**config.mk**
```make
export PLATFORM = sky130hd
export DESIGN_NAME = fifo_serial_tx
export DESIGN_NICKNAME = d
export VERILOG_FILES = /design/src/rtl/fifo_serial_tx.sv
export SDC_FILE = /design/constraint.sdc
export NUM_CORES = 1
export LEC_CHECK = 0
export ABC_AREA = 0
export BUFFER_PORTS_ARGS = -buffer_cell sky130_fd_sc_hd__buf_2
export CAP_MARGIN = 20
export CORE_MARGIN = 10
export CORE_UTILIZATION = 54
export CTS_CLUSTER_DIAMETER = 150
export DETAILED_ROUTE_END_ITERATION = 12
export PLACE_DENSITY = 0.78
export SLEW_MARGIN = 20
export SYNTH_ARGS = -nofsm -noshare
export SYNTH_HDL_FRONTEND = slang
export SYNTH_SLANG_ARGS = --single-unit
```
**constraint.sdc**
```tcl
create_clock -name clk -period 2.5 [get_ports clk]
set_input_delay 0.5 -clock clk [delete_from_list [all_inputs] [get_ports clk]]
set_output_delay 0.5 -clock clk [all_outputs]
set_load 0.005 [all_outputs]
```
**src/rtl/fifo_serial_tx.sv**
```systemverilog
// rtl/fifo_serial_tx.sv - FIFO-fed LSB-first serial transmitter with first/last markers
// Purpose: pops words from a show-ahead FIFO and shifts them out one bit per
//   accepted handshake, with an optional idle gap after every word.
// Ports:
//   clk, reset_b          clock, asynchronous active-low reset
//   tx_en, tx_clear       pop enable, synchronous abort/clear
//   fifo_rdata, fifo_empty show-ahead FIFO head and empty flag
//   fifo_rd_enb           one-cycle pop strobe (combinational)
//   s_data/s_valid/s_ready serial bit stream with handshake
//   s_first, s_last       qualify bit 0 / bit DATA_WIDTH-1 of a word
//   busy, word_count      activity flag, completed-word counter (wraps)
module fifo_serial_tx #(
  parameter int DATA_WIDTH = 16,
  parameter int GAP_CYCLES = 1,
  parameter int CNT_WIDTH  = 16
) (
  input  logic                  clk,
  input  logic                  reset_b,
  input  logic                  tx_en,
  input  logic                  tx_clear,
  input  logic [DATA_WIDTH-1:0] fifo_rdata,
  input  logic                  fifo_empty,
  output logic                  fifo_rd_enb,
  output logic                  s_data,
  output logic                  s_valid,
  input  logic                  s_ready,
  output logic                  s_first,
  output logic                  s_last,
  output logic                  busy,
  output logic [CNT_WIDTH-1:0]  word_count
);

  localparam int BIT_W = $clog2(DATA_WIDTH);
  localparam int GAP_W = (GAP_CYCLES > 1) ? $clog2(GAP_CYCLES) : 1;

  localparam logic [1:0] ST_IDLE  = 2'd0;
  localparam logic [1:0] ST_SHIFT = 2'd1;
  localparam logic [1:0] ST_GAP   = 2'd2;

  localparam logic [BIT_W-1:0] LAST_BIT = BIT_W'(DATA_WIDTH - 1);
  localparam logic [GAP_W-1:0] LAST_GAP = GAP_W'((GAP_CYCLES > 0) ? GAP_CYCLES - 1 : 0);

  logic [1:0]            state_q, state_d;
  logic [DATA_WIDTH-1:0] shift_reg_q, shift_reg_d;
  logic [BIT_W-1:0]      bit_cnt_q, bit_cnt_d;
  logic [GAP_W-1:0]      gap_cnt_q, gap_cnt_d;
  logic [CNT_WIDTH-1:0]  word_count_q, word_count_d;
  logic                  pop;
  logic                  can_pop;

  assign can_pop = tx_en & ~fifo_empty;

  always_comb begin
    state_d      = state_q;
    shift_reg_d  = shift_reg_q;
    bit_cnt_d    = bit_cnt_q;
    gap_cnt_d    = gap_cnt_q;
    word_count_d = word_count_q;
    pop          = 1'b0;
    if (tx_clear) begin
      // Abort beats everything, including a pop that would otherwise happen now.
      state_d      = ST_IDLE;
      shift_reg_d  = '0;
      bit_cnt_d    = '0;
      gap_cnt_d    = '0;
      word_count_d = '0;
    end else begin
      case (state_q)
        ST_IDLE: begin
          if (can_pop) begin
            pop         = 1'b1;
            shift_reg_d = fifo_rdata;
            bit_cnt_d   = '0;
            state_d     = ST_SHIFT;
          end
        end
        ST_SHIFT: begin
          if (s_ready) begin
            shift_reg_d = {1'b0, shift_reg_q[DATA_WIDTH-1:1]};
            bit_cnt_d   = bit_cnt_q + BIT_W'(1);
            if (bit_cnt_q == LAST_BIT) begin
              word_count_d = word_count_q + CNT_WIDTH'(1);
              bit_cnt_d    = '0;
              if (GAP_CYCLES > 0) begin
                gap_cnt_d = '0;
                state_d   = ST_GAP;
              end else if (can_pop) begin
                // Zero-gap mode: reload on the last-bit transfer so valid never drops.
                pop         = 1'b1;
                shift_reg_d = fifo_rdata;
              end else begin
                state_d = ST_IDLE;
              end
            end
          end
        end
        ST_GAP: begin
          gap_cnt_d = gap_cnt_q + GAP_W'(1);
          if (gap_cnt_q == LAST_GAP) begin
            state_d = ST_IDLE;
          end
        end
        default: state_d = ST_IDLE;
      endcase
    end
  end

  always_ff @(posedge clk or negedge reset_b) begin
    if (!reset_b) begin
      state_q      <= ST_IDLE;
      shift_reg_q  <= '0;
      bit_cnt_q    <= '0;
      gap_cnt_q    <= '0;
      word_count_q <= '0;
    end else begin
      state_q      <= state_d;
      shift_reg_q  <= shift_reg_d;
      bit_cnt_q    <= bit_cnt_d;
      gap_cnt_q    <= gap_cnt_d;
      word_count_q <= word_count_d;
    end
  end

  // The IDLE pop term is combinational from FIFO inputs, so it is masked
  // directly while reset is held to keep the FIFO untouched.
  assign fifo_rd_enb = pop & reset_b;
  assign s_valid     = (state_q == ST_SHIFT);
  assign s_data      = s_valid & shift_reg_q[0];
  assign s_first     = s_valid & (bit_cnt_q == '0);
  assign s_last      = s_valid & (bit_cnt_q == LAST_BIT);
  assign busy        = (state_q != ST_IDLE);
  assign word_count  = word_count_q;

endmodule

```
Yosys cells after proc, flatten, opt, wreduce, memory -nomap -nowiden
Cells that the tools add are included.
{"block": "classes", "addsub": 3, "eq_ne": 7, "muxes": 26, "n_bitwise": 6, "reduce_logical": 12}
{"cell": "$mux 16", "count": 7}
{"cell": "$pmux 16 s2", "count": 1}
{"cell": "$add 16x1->16 const B", "count": 1}
{"cell": "$mux 4", "count": 4}
{"cell": "$mux 2", "count": 5}
{"cell": "$reduce_and 3->1", "count": 3}
{"cell": "$pmux 4 s2", "count": 1}
{"cell": "$reduce_bool 2->1", "count": 4}
{"cell": "$mux 1", "count": 6}
{"cell": "$ne 3x2->1 const B", "count": 2}
{"cell": "$ne 3x3->1 const B", "count": 2}
{"cell": "$pmux 2 s3", "count": 1}
{"cell": "$reduce_bool 3->1", "count": 2}
{"cell": "$and 1x1->1", "count": 5}
{"cell": "$add 4x1->4 const B", "count": 1}
{"cell": "$eq 4x4->1 const B", "count": 1}
{"cell": "$logic_not 4->1", "count": 1}
{"cell": "$reduce_and 4->1", "count": 1}
{"cell": "$eq 2x1->1 const B", "count": 1}
{"cell": "$eq 2x2->1 const B", "count": 1}
{"cell": "$logic_not 2->1", "count": 1}
{"cell": "$pmux 1 s2", "count": 1}
{"cell": "$add 1x1->1 const B", "count": 1}
{"cell": "$not 1->1", "count": 1}
{"block": "totals", "register_bits": 39, "inputBits": 22, "out_inout_bits": 22, "elab_cells": 59}

Logic depth before layout (Yosys ltp)
Gate-level depths: netlist of the first run.
{"block": "logic_depth", "ltp_word": 6, "mapped_depth": 7, "depth_no_buf": 5}

Least setup slack after synthesis of the first run
OpenSTA, ideal clock, no wires.
{"block": "synth_path", "path_kind": "reg2reg", "from": "reg state_q[1]", "to": "reg word_count_q[12], in the netlist word_count[12]", "setup_ns": 0.125, "t_arrival_ns": 1.633, "t_required_ns": 2.375, "path_slack_ns": 0.743, "stages_incl_launch_ff": 7, "n_path_buf": 2, "path_cell_list": "dfrtp_1 > buf_6 > and4b_2 > nand4_4 > buf_4 > nor3b_1 > mux2_2"}
{"block": "synth_via", "elab_chain_cells": 3}
{"item": "from (decl)", "line": "43", "rtl": "logic [1:0] state_q, state_d;"}
{"item": "from (signal assigned)", "line": "116", "rtl": "state_q <= state_d;"}
{"item": "$eq 2x1->1", "line": "68", "rtl": "case (state_q)"}
{"item": "$reduce_bool 2->1 (no line)"}
{"item": "$reduce_and 3->1 (no line)"}
{"item": "to (signal assigned)", "line": "120", "rtl": "word_count_q <= word_count_d;"}
{"item": "to (decl)", "line": "47", "rtl": "logic [CNT_WIDTH-1:0] word_count_q, word_count_d;"}
No other way between the ends.
A chain may end at the register's enable or synchronous reset.

Worst setup path in the final report of the first run
{"block": "layout_path", "from": "reg state_q[1]", "to": "out s_data"}
{"block": "layout_via", "elab_chain_cells": 2}
{"item": "$eq 2x1->1", "line": "127", "rtl": "assign s_valid = (state_q == ST_SHIFT);"}
{"item": "$and 1x1->1", "line": "128", "rtl": "assign s_data = s_valid & shift_reg_q[0];"}
{"item": "to (decl)", "line": "24", "rtl": "output logic s_data,"}
No other way between the ends.

==> impl_metrics.csv, run 1 <==
group,metric,value,unit
clock_network,clock_sinks,39,
clock_network,postCtsHoldBufs,0,
sta,tightest_slew,0.485,ns
floorplan,die_y,81.8,um
floorplan,top_level_ports,44,
synthesis,synthArstFlopShare,100,%
clock_network,postCtsSetupBuffers,0,
setup_path,slowest_delay,0.48,ns
clock_network,clkTransAtPathRegs,0.07,ns
setup_path,cp.arrival,1.66,ns
clock_network,clk-insertion-delay-late,0.29,ns
route,wl,4520,um
synthesis,postSynthAreaPerCell,9.05,um2
synthesis,synth-simple-area-share,27.2,%
place,placed_area,0.00230,mm2
setup_path,critPathMaxFanout,9,
clock_network,cts_root_buffer,"clkbuf_8",
global_route,grt_max_degree,40,
clock_network,h-tree-depth,2,
sta,hold_ws,0.286,ns
floorplan,die_w,81.8,um
synthesis,synth_fp_nets,253,
global_route,antenna_found_initial,0,
synthesis,muxShareOfSynthArea,1.03,%
clock_network,clock_path_buffers,2,
layout,diodes,0,
floorplan,initial_core_util,56.0,%
floorplan,core_region_area,0.00369,mm2
sta,fin_tns_setup,0,ns
synthesis,syn_area,0.00206,mm2
sta,slew_viol_final,0,
place,dp_hpwl,3110,um
synthesis,synth_top_family_by_area,"simple AND/OR/NAND/NOR gates",
synthesis,ys_types,40,
setup_path,cp-start-kind,"flip-flop",
route,first_pass_iters,4,
synthesis,ys_seq_area_share,47.3,%
setup_path,critical_path_class,"flip-flop to output pin",
sta,max_clock_freq,462,MHz
synthesis,yosysWarnings,0,
sta,final.min_clock_period,2.16,ns
global_route,grt_pass1_wl,7490,um
sta,rsz0062_at_grt,"no",
place,dp_cells,308,
route,wl_per_cell,14.3,um
power_and_ir_drop,vdd_drop_max,339,uV
layout,nFillCells,330,
sta,fin_crit_sh,86.5,%
layout,finalNetCount,292,
global_route,grtUsageTotal,13.8,%
layout,layout_commonest_cell,"buf_2",
synthesis,ys_seq_elements,39,
place,gp_congestion,0.752,
outcome,status,"finished clean",
layout,drive_above_1_share,22.8,%
synthesis,synth_xor_xnor_area_share,2.55,%
layout,layout_common_cells,"buf_2, dfrtp_1, nand2_1, nor2_1, a311oi_1",
floorplan,rows,22,
route,via_per_inst,5.59,
global_route,grt-ovfl-total,0,
sta,relSlewSlack,67.7,%
power_and_ir_drop,p_per_area,529,mW/mm2
clock_network,cts_tree,"yes",
sta,finalHoldViolCount,0,
synthesis,syn_inst,228,
flow_run,maxCapViolCount,0,
layout,areaGrowthSynthToFinish,16.4,%
layout,final_area,0.00240,mm2
setup_path,reg2reg_depth,5,
setup_path,r2r_setup_slack,0.53,ns
global_route,grt_pass1_vias,1700,
place,port-buffer-count,43,
power_and_ir_drop,power_leakage,1.12,nW
floorplan,dieArea,0.00670,mm2
clock_network,cts_resized,0,
setup_path,worstSetupEndpointType,"output pin",
route,num_vias,1767,
synthesis,synth_edf_count,0,
synthesis,synth_compound_area_share,14.8,%
worst_hold_path,hold_path_class,"input pin to asynchronous set/reset pin",
setup_path,r2r_end,"word_count[14]",
synthesis,synth_ff_type,"dfrtp_1",
clock_network,cts_buffers,5,
setup_path,cp.required,2.00,ns
setup_path,crit_path_top_delay_cell,"dfrtp_1",
route,drt_iter0_markers,157,
route,ant_nets,0,
setup_path,crit_chain,"nand2b_1 > inv_1 > and2_1 > buf_2",
sta,finClkSkew,0.00925,ns
layout,fin_cells,316,
setup_path,r2r-start,"bit_cnt_q[0]",
sta,setup_violations,0,
synthesis,synthAdderAreaFrac,1.82,%
route,drc_errors,0,
==> per-layer routing <==
metal  vias to the layer above  share of wire (%)  GRT usage [%]
met4                         0                1.2           4.59
met2                        33                 47           22.3
li1                        893                  -              -
met5                         -                  0              0
met3                         7                3.5           3.28
met1                       834                 49           17.7
==> report_power, final <==
| group | internal, mW | total, mW | switching [mW] |
|---|---|---|---|
| clock | 0.252 | 0.465 | 0.213 |
| combinational | 0.0515 | 0.137 | 0.0855 |
| sequential | 0.654 | 0.669 | 0.0150 |
==> per-stage QoR <==
step / utilization (%) / worst slack [ns] / total power [mW]
after CTS: 65.1 / 0.308 / 1.28
after global placement: 62.4 / 0.541 / 0.816
final: 65.1 / 0.337 / 1.27
after global routing: 65.1 / 0.220 / 1.33
after floorplan: - / 0.743 / 0.763
after detailed placement: 62.4 / 0.516 / 0.819
==> area by class of cell <==
class / count / area, um2 / area share, %
Clock buffer: 8 / 100 / 4.17
Timing Repair Buffer: 48 / 253 / 10.5
Inverter: 8 / 30.0 / 1.25
Sequential cell: 39 / 976 / 40.6
Tap cell: 48 / 60.1 / 2.50
Multi-Input combinational cell: 165 / 983 / 40.9
==> worst max-delay path, delay by kind of cell, from the launching register on <==
family / cells / cell delay [ns]
buf+inv: 2 / 0.34
flops: 1 / 0.48
simple gates: 2 / 0.56
==> worst max path at each step <==
| stage | from | to | slack [ns] | depth (start not counted) |
|---|---|---|---|---|
| 2_1_floorplan | state_q[1] | word_count[12] | 0.74 | 6 |
| 3_3_place_gp | fifo_empty | bit_cnt_q[2] | 0.54 | 6 |
| 3_5_place_dp | fifo_empty | bit_cnt_q[2] | 0.52 | 6 |
| 4_1_cts | state_q[1] | s_data | 0.31 | 4 |
| 5_1_grt | state_q[1] | s_data | 0.22 | 4 |
| 6_report | state_q[1] | s_data | 0.34 | 4 |
==> sequential cells by signal (all words and copies together), names as in the netlist <==
| register | count |
|---|---|
| gap_cnt_q | 1 |
| state_q | 2 |
| bit_cnt_q | 4 |
| word_count | 16 |
| shift_reg_q | 16 |
==> cells by family after synthesis <==
kind of cell / count (synthesis)
flops: 39
xor+xnor: 6
simple gates: 110
buf+inv: 24
compound gates: 44
mux: 2
fa+ha+maj: 3
==> cells in the mapped netlist, types with 3 or more instances <==
library cell	count	share of area, %
nor3_1	3	0.73
nand2b_1	3	0.91
xnor2_1	3	1.3
clkbuf_1	6	1.1
nand4_1	5	1.5
and3_1	3	0.91
or4_1	6	2.2
o31ai_1	6	2.2
inv_1	8	1.5
nor2_1	28	5.1
buf_2	5	1.2
dfrtp_1	39	47
a21oi_1	14	3.4
nand3_1	9	2.2
nand2_1	37	6.7
a311oi_1	16	6.8
xor2_1	3	1.3
o21ai_0	5	1.2
ha_1	3	1.8
Note: power is estimated with default switching activity, not from simulation.
==> inputs of run 2 (changes only) <==
- CORE_UTILIZATION: 54 -> 49
- HOLD_SLACK_MARGIN: not set -> 0.1
- PLACE_DENSITY: 0.78 -> not set
- PLACE_DENSITY_LB_ADDON: not set -> 0.08
- clock period: 2.5 -> 1.9 ns (I/O delays scaled with it)
==> run 2 against run 1 <==
- register-to-register slack lost 0.38 ns
- sequential power grew 31%
- critical path depth is the same
- via count grew 4.5%
- clock-buffer cell count is the same
- clock power is 33% higher
- routed wire length grew 11%
- core utilization down 3.2 points
- flip-flop and latch count unchanged
- non-clock buffer count grew 9
- critical path type unchanged
- largest cell class unchanged
==> impl_metrics.csv, run 2 (same netlist as run 1, synthesis figures left out) <==
group,metric,value,unit
layout,finalNetCount,301,
power_and_ir_drop,p_sw,426,uW
global_route,grtUsageTotal,13.9,%
power_and_ir_drop,p_sw_share,25.1,%
route,wl,5010,um
setup_path,crit_end,"fifo_rd_enb",
route,ant_nets,0,
global_route,grt-ovfl-total,0,
floorplan,top_level_ports,44,
worst_hold_path,hold_path_class,"input pin to asynchronous set/reset pin",
power_and_ir_drop,power_frac_seq,51.7,%
floorplan,rows,23,
clock_network,cts_buffers,5,
power_and_ir_drop,intPower,1.27,mW
place,post-place-ws,0.133,ns
place,port-buffer-count,43,
setup_path,worstSetupEndpointType,"output pin",
floorplan,die_w,84.9,um
setup_path,r2r_end,"word_count[14]",
layout,final_area,0.00249,mm2
outcome,status,"finished clean",
power_and_ir_drop,p_per_area,681,mW/mm2
setup_path,cp.required,1.52,ns
clock_network,h-tree-depth,2,
power_and_ir_drop,vdd_drop_max,350,uV
layout,sequential_cell_area,976,um2
layout,layout_common_cells,"buf_2, dfrtp_1, nand2_1, nor2_1, a311oi_1",
flow_run,maxCapViolCount,0,
sta,relSlewSlack,66.4,%
floorplan,die_y,84.9,um
route,via_per_inst,5.65,
sta,layout_setup_ws,0.116,ns
power_and_ir_drop,pwr-share-comb,11.8,%
route,wl_per_cell,15.3,um
global_route,grt_pass1_vias,1886,
layout,layout_commonest_cell,"buf_2",
clock_network,cts_tree,"yes",
setup_path,cp.arrival,1.40,ns
sta,max_clock_freq,560,MHz
route,first_pass_iters,4,
sta,finalHoldViolCount,0,
place,gp_congestion,0.784,
layout,drive_above_1_share,26.4,%
layout,diodes,0,
setup_path,r2r-start,"state_q[0]",
layout,multi_input_area,993,um2
global_route,antenna_found_initial,0,
clock_network,clk-insertion-delay-late,0.29,ns
sta,final.min_clock_period,1.78,ns
power_and_ir_drop,clock_power_share,36.5,%
clock_network,clock_path_buffers,2,
setup_path,critPathMaxFanout,6,
power_and_ir_drop,power_leakage,1.17,nW
route,drt_iter0_markers,114,
place,placed_area,0.00238,mm2
setup_path,cp-start-kind,"flip-flop",
setup_path,reg2reg_depth,4,
route,drc_errors,0,
place,dp_hpwl,3430,um
floorplan,initial_core_util,51.2,%
layout,areaGrowthSynthToFinish,20.8,%
clock_network,postCtsHoldBufs,0,
global_route,grt_max_degree,40,
sta,finClkSkew,0.00558,ns
sta,rsz0062_at_grt,"no",
sta,tightest_slew,0.504,ns
clock_network,cts_root_buffer,"clkbuf_8",
sta,fin_tns_setup,0,ns
floorplan,dieArea,0.00721,mm2
clock_network,clkTransAtPathRegs,0.07,ns
route,num_vias,1846,
setup_path,crit_path_start,"state_q[0]",
floorplan,core_region_area,0.00403,mm2
setup_path,critical_path_class,"flip-flop to output pin",
sta,setup_violations,0,
sta,slew_viol_final,0,
sta,fin_crit_sh,93.9,%
clock_network,clock_sinks,39,
global_route,grt_pass1_wl,8520,um
layout,nFillCells,387,
setup_path,r2r_setup_slack,0.15,ns
## run 2: cell count changes in the layout (fill, tap and decap cells not counted)
cell | before | now
nand2b_1 | 3 | 2
buf_12 | 0 | 1
and3_1 | 3 | 2
and3_2 | 0 | 1
buf_4 | 5 | 13
nor4b_2 | 0 | 1
nor4b_1 | 1 | 0
nand2b_2 | 0 | 1
## run 2: through the flow
stage | hold slack, ns | power [mW] | cells | util (%)
floorplan | 0.0844 | 1.00 | 228 | -
global placement | 0.506 | 1.09 | 319 | 59.2
detailed placement | 0.526 | 1.09 | 319 | 59.2
CTS | 0.224 | 1.72 | 327 | 61.7
global route | 0.239 | 1.78 | 327 | 61.9
finish | 0.214 | 1.70 | 327 | 61.9
## run 2: layout make-up
cell class / count / area share, %
Timing Repair Buffer: 57 / 13.3
Clock buffer: 8 / 4.01
Multi-Input combinational cell: 165 / 39.8
Sequential cell: 39 / 39.1
Tap cell: 50 / 2.51
Inverter: 8 / 1.20
## run 2: power by group through the flow
stage                     logic [mW]  registers [mW]  clock network [mW]
after global placement         0.198           0.893                   0
after detailed placement       0.201           0.894                   0
after floorplan                0.115           0.889                   0
after global routing           0.227           0.882               0.673
after CTS                      0.202           0.878               0.637
final                          0.201           0.878               0.619
## run 2: repair_timing
action	4_1_cts	5_1_grt
setup endpoints to repair	0	5
resized for setup	0	3
buffers inserted	0	0
## run 2: worst min path at each step
stage,end,cells after the start,slack [ns],startpoint
floorplan,bit_cnt_q[0],0,0.08,reset_b
global placement,gap_cnt_q,1,0.51,gap_cnt_q
detailed placement,shift_reg_q[15],2,0.53,shift_reg_q[15]
CTS,shift_reg_q[12],2,0.22,reset_b
global route,word_count[12],2,0.24,reset_b
finish,shift_reg_q[12],2,0.21,reset_b
## run 2: worst max-delay path: stages (launching register included)
cell and delay (ns):
dfrtp_1 0.45, buf_4 0.18, or2_2 0.28, nor2_1 0.09, buf_2 0.12
## run 2: routing by layer
metal  GRT usage, %  wire (um)
met5              0          0
met4           5.54         74
met3           4.11        226
met2           22.6       2290
met1           16.9       2420
==> inputs of run 3 (changes only) <==
- CORE_UTILIZATION: 49 -> 30
- clock period: 1.9 -> 2.25 ns (I/O delays scaled with it)
==> run 3 against run 2 <==
- register-to-register slack gained 0.19 ns
- routed wire length grew 6.2%
- non-clock buffer count shrank 5
- clock-buffer cell count shrank 2
- clock power shrank 21%
- sequential share of layout area grew 0.36 points
- global-route usage shrank 3.4 points
- critical path depth is the same
- total power shrank 18%
- flip-flop and latch count is the same
- clock skew grew 0.0018 ns
- sequential power shrank 15%
==> impl_metrics.csv, run 3 (same netlist as run 1, synthesis figures left out) <==
group,metric,value,unit
outcome,status,"finished clean",
floorplan,rows,30,
power_and_ir_drop,p_sw,364,uW
layout,nFillCells,743,
floorplan,dieArea,0.0106,mm2
sta,tightest_slew,0.527,ns
route,wl_per_cell,15.2,um
power_and_ir_drop,vdd_drop_max,199,uV
sta,max_clock_freq,483,MHz
clock_network,clock_sinks,39,
route,via_per_inst,5.18,
place,dp_hpwl,3740,um
place,gp_congestion,0.722,
power_and_ir_drop,p_per_area,564,mW/mm2
route,num_vias,1818,
clock_network,cts_buffers,5,
sta,fin_tns_setup,0,ns
setup_path,crit_chain,"buf_4 > nand2b_1 > nor4b_1 > buf_2",
floorplan,top_level_ports,44,
layout,areaGrowthSynthToFinish,19.8,%
setup_path,critPathMaxFanout,7,
layout,drive_above_1_share,24.0,%
global_route,grtUsageTotal,10.5,%
sta,rsz0062_at_grt,"no",
power_and_ir_drop,pwr-share-comb,11.8,%
power_and_ir_drop,p_sw_share,26.1,%
sta,finalHoldViolCount,0,
power_and_ir_drop,power_leakage,1.13,nW
clock_network,cts_resized,0,
clock_network,postCtsSetupBuffers,0,
worst_hold_path,hold_path_class,"input pin to asynchronous set/reset pin",
setup_path,cp-start-kind,"flip-flop",
setup_path,slowest_delay,0.39,ns
layout,finalNetCount,296,
floorplan,die_w,103,um
route,drc_errors,0,
sta,fin_crit_sh,91.9,%
global_route,grt_pass1_wl,8850,um
clock_network,clk-insertion-delay-late,0.29,ns
power_and_ir_drop,clock_power_share,34.9,%
route,drt_iter0_markers,68,
clock_network,clock_path_buffers,2,
layout,layout_commonest_cell,"buf_2",
clock_network,postCtsHoldBufs,0,
setup_path,critical_path_class,"flip-flop to output pin",
setup_path,worstSetupEndpointType,"output pin",
place,port-buffer-count,43,
sta,finClkSkew,0.00741,ns
setup_path,cp.required,1.80,ns
floorplan,core_region_area,0.00676,mm2
sta,relSlewSlack,64.9,%
sta,slew_viol_final,0,
clock_network,cts_tree,"yes",
floorplan,initial_core_util,30.6,%
sta,setup_violations,0,
power_and_ir_drop,intPower,1.03,mW
global_route,grt_max_degree,40,
sta,final.min_clock_period,2.07,ns
route,ant_nets,0,
route,first_pass_iters,4,
layout,diodes,0,
power_and_ir_drop,p_total,1.40,mW
clock_network,h-tree-depth,2,
global_route,grt-ovfl-total,0,
flow_run,maxCapViolCount,0,
layout,layout_common_cells,"buf_2, dfrtp_1, nand2_1, nor2_1, a311oi_1",
clock_network,clkTransAtPathRegs,0.07,ns
setup_path,cp.arrival,1.62,ns
route,wl,5320,um
power_and_ir_drop,power_frac_seq,53.3,%
global_route,antenna_found_initial,0,
floorplan,die_y,103,um
global_route,grt_pass1_vias,1796,
setup_path,crit_path_top_delay_cell,"dfrtp_1",
clock_network,cts_root_buffer,"clkbuf_8",
## run 3: area by class of cell
class	count	area, um2	area share, %
Clock buffer	6	82.6	3.34
Clock inverter	1	5.00	0.202
Sequential cell	39	976	39.5
Timing Repair Buffer	52	295	11.9
Tap cell	80	100	4.05
Inverter	8	30.0	1.21
Multi-Input combinational cell	165	983	39.8
## run 3: path summary, 6_finish.rpt
path	startpoint	end	slack, ns	depth (start not counted)
worst min-delay path	reset_b	word_count[2]	0.29	2
min in group clk	fifo_rdata[2]	shift_reg_q[2]	0.41	3
worst min register to register	gap_cnt_q	gap_cnt_q	0.53	1
worst max-delay path	state_q[1]	s_first	0.18	4
worst max register to register	state_q[0]	shift_reg_q[1]	0.34	5
max in group asynchronous	reset_b	gap_cnt_q	1.60	2
## run 3: power by group through the flow
stage | Sequential (mW) | Clock [mW] | Combinational [mW]
3_5_place_dp | 0.757 | 0 | 0.169
4_1_cts | 0.743 | 0.506 | 0.169
6_report | 0.743 | 0.487 | 0.165
5_1_grt | 0.747 | 0.527 | 0.190
3_3_place_gp | 0.757 | 0 | 0.168
2_1_floorplan | 0.750 | 0 | 0.0972
## run 3: critical path, delay by kind of cell (launching register included)
family                 cells  cell delay (ns)
DFF                        1             0.39
and+or+nand+nor            2             0.59
buffers and inverters      2             0.34
## run 3: per-stage QoR
stage | area [um2] | util (%) | hold slack (ns) | setup WS [ns] | instances
2_1_floorplan | 2060 | - | 0.154 | 0.493 | 228
3_3_place_gp | 2380 | 35.3 | 0.516 | 0.337 | 344
3_5_place_dp | 2380 | 35.3 | 0.518 | 0.310 | 344
4_1_cts | 2470 | 36.6 | 0.321 | 0.152 | 351
5_1_grt | 2470 | 36.6 | 0.342 | 0.0682 | 351
6_report | 2470 | 36.6 | 0.288 | 0.182 | 351
## run 3: per-layer routing
layer / vias to the layer above / global-route usage [%] / part of all wire [%]
li1: 901 / - / -
met1: 881 / 13.3 / 48
met2: 31 / 16.3 / 46
met3: 5 / 3.35 / 5.4
met4: 0 / 3.53 / 1.3
met5: - / 0 / 0
